==> src/rtl/mem_arb_pkg.sv <==
// Shared types and default widths for the instruction/data memory arbiter.
package mem_arb_pkg;

  typedef enum logic [1:0] {
    OWN_NONE = 2'd0,
    OWN_I    = 2'd1,
    OWN_D    = 2'd2
  } owner_e;

  localparam int unsigned ADDR_W_DEF       = 32;
  localparam int unsigned DATA_W_DEF       = 32;
  localparam int unsigned MAX_D_STREAK_DEF = 4;

endpackage

==> src/rtl/mem_arb_pick.sv <==
// Request selection: data wins ties unless the fetch side has been starved long enough.
module mem_arb_pick
  import mem_arb_pkg::*;
(
  input  logic   i_req,
  input  logic   d_req,
  input  logic   streak_full,
  output owner_e sel
);

  always_comb begin
    sel = OWN_NONE;
    if (i_req && (!d_req || streak_full)) sel = OWN_I;
    else if (d_req)                       sel = OWN_D;
  end

endmodule

==> src/rtl/mem_arbiter.sv <==
// Shares one single-port RAM between fetch (read-only) and load/store ports,
// one transaction in flight, responses routed back by the registered owner.
module mem_arbiter
  import mem_arb_pkg::*;
#(
  parameter int unsigned ADDR_W       = ADDR_W_DEF,
  parameter int unsigned DATA_W       = DATA_W_DEF,
  parameter int unsigned MAX_D_STREAK = MAX_D_STREAK_DEF
) (
  input  logic                clk,
  input  logic                rst,
  input  logic                i_req,
  input  logic [ADDR_W-1:0]   i_addr,
  output logic                i_gnt,
  output logic                i_rvalid,
  output logic [DATA_W-1:0]   i_rdata,
  input  logic                d_req,
  input  logic                d_we,
  input  logic [DATA_W/8-1:0] d_be,
  input  logic [ADDR_W-1:0]   d_addr,
  input  logic [DATA_W-1:0]   d_wdata,
  output logic                d_gnt,
  output logic                d_rvalid,
  output logic [DATA_W-1:0]   d_rdata,
  output logic                m_req,
  output logic                m_we,
  output logic [DATA_W/8-1:0] m_be,
  output logic [ADDR_W-1:0]   m_addr,
  output logic [DATA_W-1:0]   m_wdata,
  input  logic                m_rvalid,
  input  logic [DATA_W-1:0]   m_rdata,
  output logic                err
);

  localparam int unsigned SW = $clog2(MAX_D_STREAK + 1);

  owner_e          owner_q, owner_d;
  logic [SW-1:0]   streak_q, streak_d;
  logic            err_q, err_d;
  logic            can_issue, streak_full;
  owner_e          sel;

  assign streak_full = (streak_q == SW'(MAX_D_STREAK));
  // Gated by rst so every output drops the moment reset is asserted.
  assign can_issue   = !rst && ((owner_q == OWN_NONE) || m_rvalid);

  mem_arb_pick u_pick (
    .i_req       (i_req),
    .d_req       (d_req),
    .streak_full (streak_full),
    .sel         (sel)
  );

  assign i_gnt = can_issue && (sel == OWN_I);
  assign d_gnt = can_issue && (sel == OWN_D);
  assign m_req = i_gnt | d_gnt;

  always_comb begin
    m_we    = 1'b0;
    m_be    = '0;
    m_addr  = '0;
    m_wdata = '0;
    if (i_gnt) begin
      m_be   = '1;
      m_addr = i_addr;
    end else if (d_gnt) begin
      m_we    = d_we;
      m_be    = d_be;
      m_addr  = d_addr;
      m_wdata = d_wdata;
    end
  end

  assign i_rvalid = m_rvalid && (owner_q == OWN_I);
  assign d_rvalid = m_rvalid && (owner_q == OWN_D);
  assign i_rdata  = i_rvalid ? m_rdata : '0;
  assign d_rdata  = d_rvalid ? m_rdata : '0;
  assign err      = err_q;

  always_comb begin
    owner_d = owner_q;
    if (i_gnt)         owner_d = OWN_I;
    else if (d_gnt)    owner_d = OWN_D;
    else if (m_rvalid) owner_d = OWN_NONE;
  end

  always_comb begin
    streak_d = streak_q;
    if (d_gnt && i_req)      streak_d = streak_full ? streak_q : streak_q + SW'(1);
    else if (i_gnt || !i_req) streak_d = '0;
  end

  assign err_d = err_q | (m_rvalid && (owner_q == OWN_NONE));

  always_ff @(posedge clk or posedge rst) begin
    if (rst) begin
      owner_q  <= OWN_NONE;
      streak_q <= '0;
      err_q    <= 1'b0;
    end else begin
      owner_q  <= owner_d;
      streak_q <= streak_d;
      err_q    <= err_d;
    end
  end

endmodule

==> config.mk <==
export PLATFORM = sky130hd
export DESIGN_NAME = mem_arbiter
export DESIGN_NICKNAME = d
export VERILOG_FILES = /design/src/rtl/mem_arb_pkg.sv /design/src/rtl/mem_arb_pick.sv /design/src/rtl/mem_arbiter.sv
export SDC_FILE = /design/constraint.sdc
export NUM_CORES = 1
export LEC_CHECK = 0
export ABC_AREA = 1
export BUFFER_PORTS_ARGS = -buffer_cell sky130_fd_sc_hd__buf_2
export CORE_AREA = 5 5 106 108
export CTS_CLUSTER_DIAMETER = 200
export DETAILED_ROUTE_END_ITERATION = 10
export DIE_AREA = 0 0 111 113
export GPL_TIMING_DRIVEN = 0
export PLACE_DENSITY = 0.61
export SLEW_MARGIN = 40
export SYNTH_ARGS = -nofsm -noshare
export SYNTH_HDL_FRONTEND = slang
export SYNTH_SLANG_ARGS = --single-unit
==> constraint.sdc <==
create_clock -name clk -period 2 [get_ports clk]
set_input_delay 0.5 -clock clk [delete_from_list [all_inputs] [get_ports clk]]
set_output_delay 0.5 -clock clk [all_outputs]
set_load 0.005 [all_outputs]
==> flow_summary.toml, run 1 <==
[drt]
route.vias.total = 2976
routedWlPerCell_um = 12.0
wl_met3_um = 929
drc_errors = 0
top_routing_layer_in_use = "met4"
dr.first_iter.drc_count = 111
drt-pass1-iter-count = 4
m1_wire_length_mm = 3.45
wl_mm = 9.30
met2_wirelength_mm = 4.89
routed_via_density = 3.84
drt.antenna.violating_nets = 0

[synth]
post_synth.cell_area_avg_um2 = 4.91
muxShareOfSynthArea = 0
synth_simple_gate_area_frac = 0.579
netlist.top_cell.by_area = "sky130_fd_sc_hd__nand2_1"
xor_xnor_portion_of_the_synthesized_cell_area = 0.00540
synth_top_family_by_area = "simple AND/OR/NAND/NOR gates"
netlist-cell-type-count = 23
postSynthNetCount = 470
synthesis.area_um2 = 1620
area_fraction_in_compound_gates_after_synthesis = 0.0386
dominantRegCellSynth = "sky130_fd_sc_hd__dfrtp_1"
synthAdderAreaFrac = 0.0154
synth_sequential_area_ratio = 0.0926
post_synth_edffs = 0
synth.area.top_cells = "sky130_fd_sc_hd__nand2_1 26%, sky130_fd_sc_hd__nor2_1 16%, sky130_fd_sc_hd__inv_1 16%"
synth.top_cell.area_share = 0.257
share_of_flip_flops_with_an_asynchronous_set_or_reset_after_synthesis = 1.00
synth_cells = 330
number_of_warning_messages_in_the_yosys_log = 0
synth.ff_latch_count = 6

[timing]
report.final.hold_viol_count = 0
setup-violations-final = 72
worst_slack_ns = -0.144
hold_ws_ns = 0.305
final.min_clock_period_ns = 2.14
final.setup_skew_ns = 0.00394
rsz0062_at_grt = "true"
setup_tns_ns = -8.25
timing.max_slew.rel_slack = 0.799
layout_worst_path_cycle_share = 1.07
slew_viol_final = 0
timing_worst_slew_pin_value_ns = 0.300
fmax_ghz = 0.466

[floorplanning]
design.core.area_um2 = 10100
num_rows = 37
initial_core_util = 0.160
dieHeight_um = 113
die_x_um = 111
boundaryPins = 277
fp.dieArea_um2 = 12500

[critical_path]
crit_slowest_cell = "sky130_fd_sc_hd__dfrtp_1"
crit_family = "buffers and inverters"
crit_path_max_fanout = 6
worst-endpoint-required_ns = 1.50
slowest_delay_ns = 0.39
critical_path_buf_inv_count = 4
crit_path_cell_trace = "inv_2, ha_4, nand2_4, o21ai_4, nor2_4, buf_8, clkbuf_16, nand2_2, nand2_1, buf_2"
setup.worst_path.start_class = "flip-flop"
timing.critical_path.to_type = "primary output"
cp_data_arrival_time_ns = 1.64
timing_worst_setup_path_type = "reg2out"

[layout]
drive_above_1_share = 0.688
utilization = 0.397
fillers = 1149
seq_area_um2 = 153
finish.net_count = 782
area.growth.synth_to_final_pct = 148
antenna_cells_inserted = 0
multi_input_gate_area_um2 = 1290
final_design_area_no_fill_um2 = 4020
final-instance-count-excl-fill = 776

[clock_network]
path_clk_slew_ns = 0.04
clockBufferDepth = 2
clock_tree.root_cell = "sky130_fd_sc_hd__clkbuf_8"
tritoncts_buffer_count = 3
cts_tree = "built"
cts_hold_buffers = 0
cts_htree_levels = 1
cts.sink_count = 6
clk-insertion-delay-late_ns = 0.22

[grt]
initial_antenna_violation_count = 0
first_pass_grt_wire_length_mm = 12.9
number_of_global_route_vias_before_repair = 2864
largest_net_degree_at_the_start_of_global_routing = 11
grt_util_all_layers = 0.122
grt_overflow = 0

[power_and_ir_drop]
total_power_mw = 1.06
vdd_ir_drop_max_v = 0.000194
power_density_nw_per_um2 = 262
power.static_leakage_nw = 2.78

[placed_design]
place_inst = 742
place.gp.congestion = 0.817
place_hpwl_mm = 7.18
buffer_ports.inserted = 276
post_place_instance_area_um2 = 3170
pre_cts_ws_ns = -0.246

[status]
outcome = "finished, violations left"
failed_checks = "negative setup slack"

[min_path]
min_path_type = "in2async"

[run]
cap_violations = 0
## state kept, by name (all words and copies together), names as in the netlist
register	count
owner_q	2
streak_q	3
err	1
## cells by family (layout without fill, tap and decap cells)
logic type | count (synthesis) | count (layout)
simple gates | 221 | 221
flops | 6 | 6
xor+xnor | 1 | 1
compound gates | 7 | 7
buf+inv | 93 | 403
fa+ha+maj | 2 | 2
## layout make-up
class	instances	share of cell area
Tap cell	136	0.0423
Multi-Input combinational cell	231	0.321
Sequential cell	6	0.0380
Buffer	16	0.0582
Inverter	77	0.0793
Timing Repair Buffer	307	0.451
Clock buffer	3	0.0103
## cells in the final DEF (no fill, tap or decap), types with 2 or more instances in the layout
master | Yosys | layout
sky130_fd_sc_hd__buf_12 | 0 | 5
sky130_fd_sc_hd__buf_2 | 5 | 271
sky130_fd_sc_hd__buf_4 | 2 | 15
sky130_fd_sc_hd__buf_6 | 9 | 19
sky130_fd_sc_hd__buf_8 | 0 | 6
sky130_fd_sc_hd__clkbuf_16 | 0 | 7
sky130_fd_sc_hd__clkbuf_8 | 0 | 3
sky130_fd_sc_hd__dfrtp_1 | 6 | 4
sky130_fd_sc_hd__dfrtp_2 | 0 | 2
sky130_fd_sc_hd__inv_1 | 70 | 66
sky130_fd_sc_hd__inv_2 | 5 | 7
sky130_fd_sc_hd__nand2_1 | 111 | 68
sky130_fd_sc_hd__nand2_2 | 2 | 36
sky130_fd_sc_hd__nand2_4 | 1 | 10
sky130_fd_sc_hd__nand3_1 | 4 | 4
sky130_fd_sc_hd__nor2_1 | 71 | 53
sky130_fd_sc_hd__nor2_2 | 29 | 41
sky130_fd_sc_hd__nor2_4 | 1 | 7
## Yosys cell counts (2+ instances only)
library cell,count
sky130_fd_sc_hd__o21ai_2,2
sky130_fd_sc_hd__inv_4,2
sky130_fd_sc_hd__inv_2,5
sky130_fd_sc_hd__nand2_1,111
sky130_fd_sc_hd__nor2_1,71
sky130_fd_sc_hd__dfrtp_1,6
sky130_fd_sc_hd__ha_1,2
sky130_fd_sc_hd__buf_6,9
sky130_fd_sc_hd__buf_2,5
sky130_fd_sc_hd__inv_1,70
sky130_fd_sc_hd__nor3_2,2
sky130_fd_sc_hd__nor2_2,29
sky130_fd_sc_hd__buf_4,2
sky130_fd_sc_hd__nand3_1,4
sky130_fd_sc_hd__nand2_2,2
## worst register-to-register path: stages (launching register included)
cell                      delay (ns)
sky130_fd_sc_hd__dfrtp_1        0.39
sky130_fd_sc_hd__inv_2          0.08
sky130_fd_sc_hd__ha_4           0.13
sky130_fd_sc_hd__nand2_4        0.06
sky130_fd_sc_hd__o21ai_4        0.17
sky130_fd_sc_hd__nor2_4         0.07
sky130_fd_sc_hd__buf_12         0.14
sky130_fd_sc_hd__buf_12         0.15
sky130_fd_sc_hd__buf_4          0.14
sky130_fd_sc_hd__nor2_1         0.08
sky130_fd_sc_hd__nor2_1         0.04
## worst paths after layout
check / startpoint / end / slack, ns / cells past startpoint
worst min register to register: err / err / 0.48 / 1
max in group asynchronous: rst / owner_q[1] / 1.54 / 3
worst max-delay path: streak_q[0] / m_addr[13] / -0.14 / 10
min in group clk: err / err / 0.48 / 1
worst min-delay path: rst / owner_q[0] / 0.31 / 3
worst max register to register: streak_q[0] / streak_q[0] / 0.44 / 10
## what timing repair did
item / 4_1_cts / 5_1_grt
endpoints found under the setup margin: 73 / 101
resized for setup: 30 / 108
pin swaps: 6 / 20
buffers inserted: 11 / 9
cloned: 2 / 9
## metal layers
layer  vias to the layer above  track usage
li1                       1538            -
met1                      1284        0.136
met2                       152        0.227
met5                         -            0
met3                         2       0.0433
met4                         0       0.0205
## power by group
part / internal (mW) / switching [mW]
Sequential: 0.128 / 0.00778
Clock: 0.130 / 0.0557
Combinational: 0.387 / 0.347
No activity file was read; power rests on OpenSTA's default activity.
==> run 2, diff against run 1 <==
--- a/config.mk
+++ b/config.mk
@@ -11,7 +11,6 @@
 export CTS_CLUSTER_DIAMETER = 200
 export DETAILED_ROUTE_END_ITERATION = 10
 export DIE_AREA = 0 0 111 113
-export GPL_TIMING_DRIVEN = 0
 export PLACE_DENSITY = 0.61
 export SLEW_MARGIN = 40
 export SYNTH_ARGS = -nofsm -noshare
==> flow_summary.toml, run 2 (synthesis gave the netlist of run 1 again) <==
[status]
outcome = "finished, violations left"
failed_checks = "negative setup slack"

[drt]
route.vias.total = 2872
drc_errors = 0
wl_mm = 8.67
routed_via_density = 3.77
routedWlPerCell_um = 11.4
dr.first_iter.drc_count = 99
drt-pass1-iter-count = 4
drt.antenna.violating_nets = 0

[placed_design]
place_hpwl_mm = 6.92
pre_cts_ws_ns = -0.0418
place.gp.congestion = 0.850
buffer_ports.inserted = 276
place_inst = 742

[layout]
utilization = 0.346
largest_reg_flops = 3
layout_commonest_cell = "sky130_fd_sc_hd__buf_2"
drive_above_1_share = 0.618
final_cell_mix = "276 x sky130_fd_sc_hd__buf_2, 93 x sky130_fd_sc_hd__nand2_1, 68 x sky130_fd_sc_hd__inv_1"
antenna_cells_inserted = 0
area.growth.synth_to_final_pct = 116
finish.net_count = 767
largest_register_by_flop_count = "streak_q"
final-instance-count-excl-fill = 761

[timing]
setup-violations-final = 71
rsz0062_at_grt = "true"
layout_worst_path_cycle_share = 1.09
final.setup_skew_ns = 0.00213
fmax_ghz = 0.459
timing_worst_slew_pin_value_ns = 0.341
worst_slack_ns = -0.181
slew_viol_final = 0
timing.max_slew.rel_slack = 0.771
final.min_clock_period_ns = 2.18
report.final.hold_viol_count = 0

[clock_network]
path_clk_slew_ns = 0.04
clock_tree.root_cell = "sky130_fd_sc_hd__clkbuf_8"
cts_tree = "built"
cts_hold_buffers = 0
clockBufferDepth = 2
clk-insertion-delay-late_ns = 0.23
tritoncts_buffer_count = 3
cts_htree_levels = 1
cts.sink_count = 6

[floorplanning]
num_rows = 37
design.core.area_um2 = 10100
dieHeight_um = 113
die_x_um = 111
boundaryPins = 277
fp.dieArea_um2 = 12500
initial_core_util = 0.160

[critical_path]
slowest_delay_ns = 0.38
worst_r2r_path_depth = 9
crit_path_max_fanout = 10
rrSetupSlack_ns = 0.50
setup.worst_path.start_class = "flip-flop"
timing_worst_setup_path_type = "reg2out"
crit_path_frequent_cell = "sky130_fd_sc_hd__nand2_1"
r2r-end = "owner_q[1]"
cp_data_arrival_time_ns = 1.68
regToRegStartpoint = "streak_q[0]"
crit_path_cell_trace = "inv_2, ha_2, nand2_2, o21ai_2, nor2_4, buf_6, buf_12, nand2_1, nand2_1, buf_2"
crit_slowest_cell = "sky130_fd_sc_hd__dfrtp_1"
timing.critical_path.to_type = "primary output"
worst-endpoint-required_ns = 1.50

[power_and_ir_drop]
vdd_ir_drop_max_v = 0.000133
total_power_mw = 0.925
power.static_leakage_nw = 2.57
power_density_nw_per_um2 = 264

[grt]
initial_antenna_violation_count = 0
number_of_global_route_vias_before_repair = 2675
grt_util_all_layers = 0.119
first_pass_grt_wire_length_mm = 12.4
grt_overflow = 0
largest_net_degree_at_the_start_of_global_routing = 33

[min_path]
min_path_type = "in2async"

[run]
cap_violations = 0
-- run 2: cell types whose count changed in the layout (fill, tap and decap cells not counted), moves of 7 or more --
cell | previous run | this run
sky130_fd_sc_hd__nand2_1 | 68 | 93
sky130_fd_sc_hd__buf_6 | 19 | 3
sky130_fd_sc_hd__nand2_2 | 36 | 20
sky130_fd_sc_hd__nor2_1 | 53 | 64
sky130_fd_sc_hd__nand2_4 | 10 | 1
sky130_fd_sc_hd__clkbuf_16 | 7 | 0
-- run 2: final cells by class --
class | instances | area, µm²
multi-input combinational | 231 | 1110
clock buffer | 3 | 41.3
timing repair buffer | 305 | 1690
tap | 136 | 170
fill | 1178 | 6630
sequential | 6 | 151
inverter | 77 | 322
timing repair inverter | 3 | 28.8
-- run 2: layer usage --
metal	vias to the layer above	global-route usage	routed length (µm)
li1	1511	-	-
met1	1190	0.138	3290
met2	161	0.205	4250
met3	10	0.0433	992
met4	0	0.0378	137
met5	-	0	0
-- run 2: where the power goes --
part | switching (mW) | internal (mW)
clock network | 0.0539 | 0.129
logic | 0.303 | 0.305
registers | 0.00681 | 0.128
total | 0.363 | 0.562
-- run 2: how the worst max path moves through the flow --
stage | depth (start not counted) | slack (ns) | startpoint | end
after global placement | 7 | 0.0002 | i_req | m_we
after floorplan | 6 | 0.25 | rst | m_addr[10]
after detailed placement | 7 | -0.04 | m_rvalid | d_rdata[14]
after CTS | 10 | -0.13 | streak_q[0] | m_addr[26]
final | 10 | -0.18 | streak_q[0] | m_addr[18]
after global routing | 10 | -0.27 | streak_q[1] | m_addr[5]
-- run 2: stage by stage --
step,area (µm²),hold WS [ns],TNS (ns)
finish,3510,0.294,-8.96
global route,3510,0.320,-14.96
CTS,3360,0.299,-7.75
detailed placement,3190,0.480,-0.902
global placement,3190,0.463,0
floorplan,1620,0.315,0
-- run 2: worst max-delay path, delay by kind of cell (launching register included) --
family / cells / cell delay, ns
flops: 1 / 0.38
buf+inv: 4 / 0.48
simple gates: 4 / 0.23
fa+ha+maj: 1 / 0.17
compound gates: 1 / 0.18
-- run 2: what timing repair did --
item                       4_1_cts  5_1_grt
gates resized for setup         12       34
setup buffers                    4        7
gates cloned                     3        2
pin swaps                        1        1
setup endpoints to repair      102      130
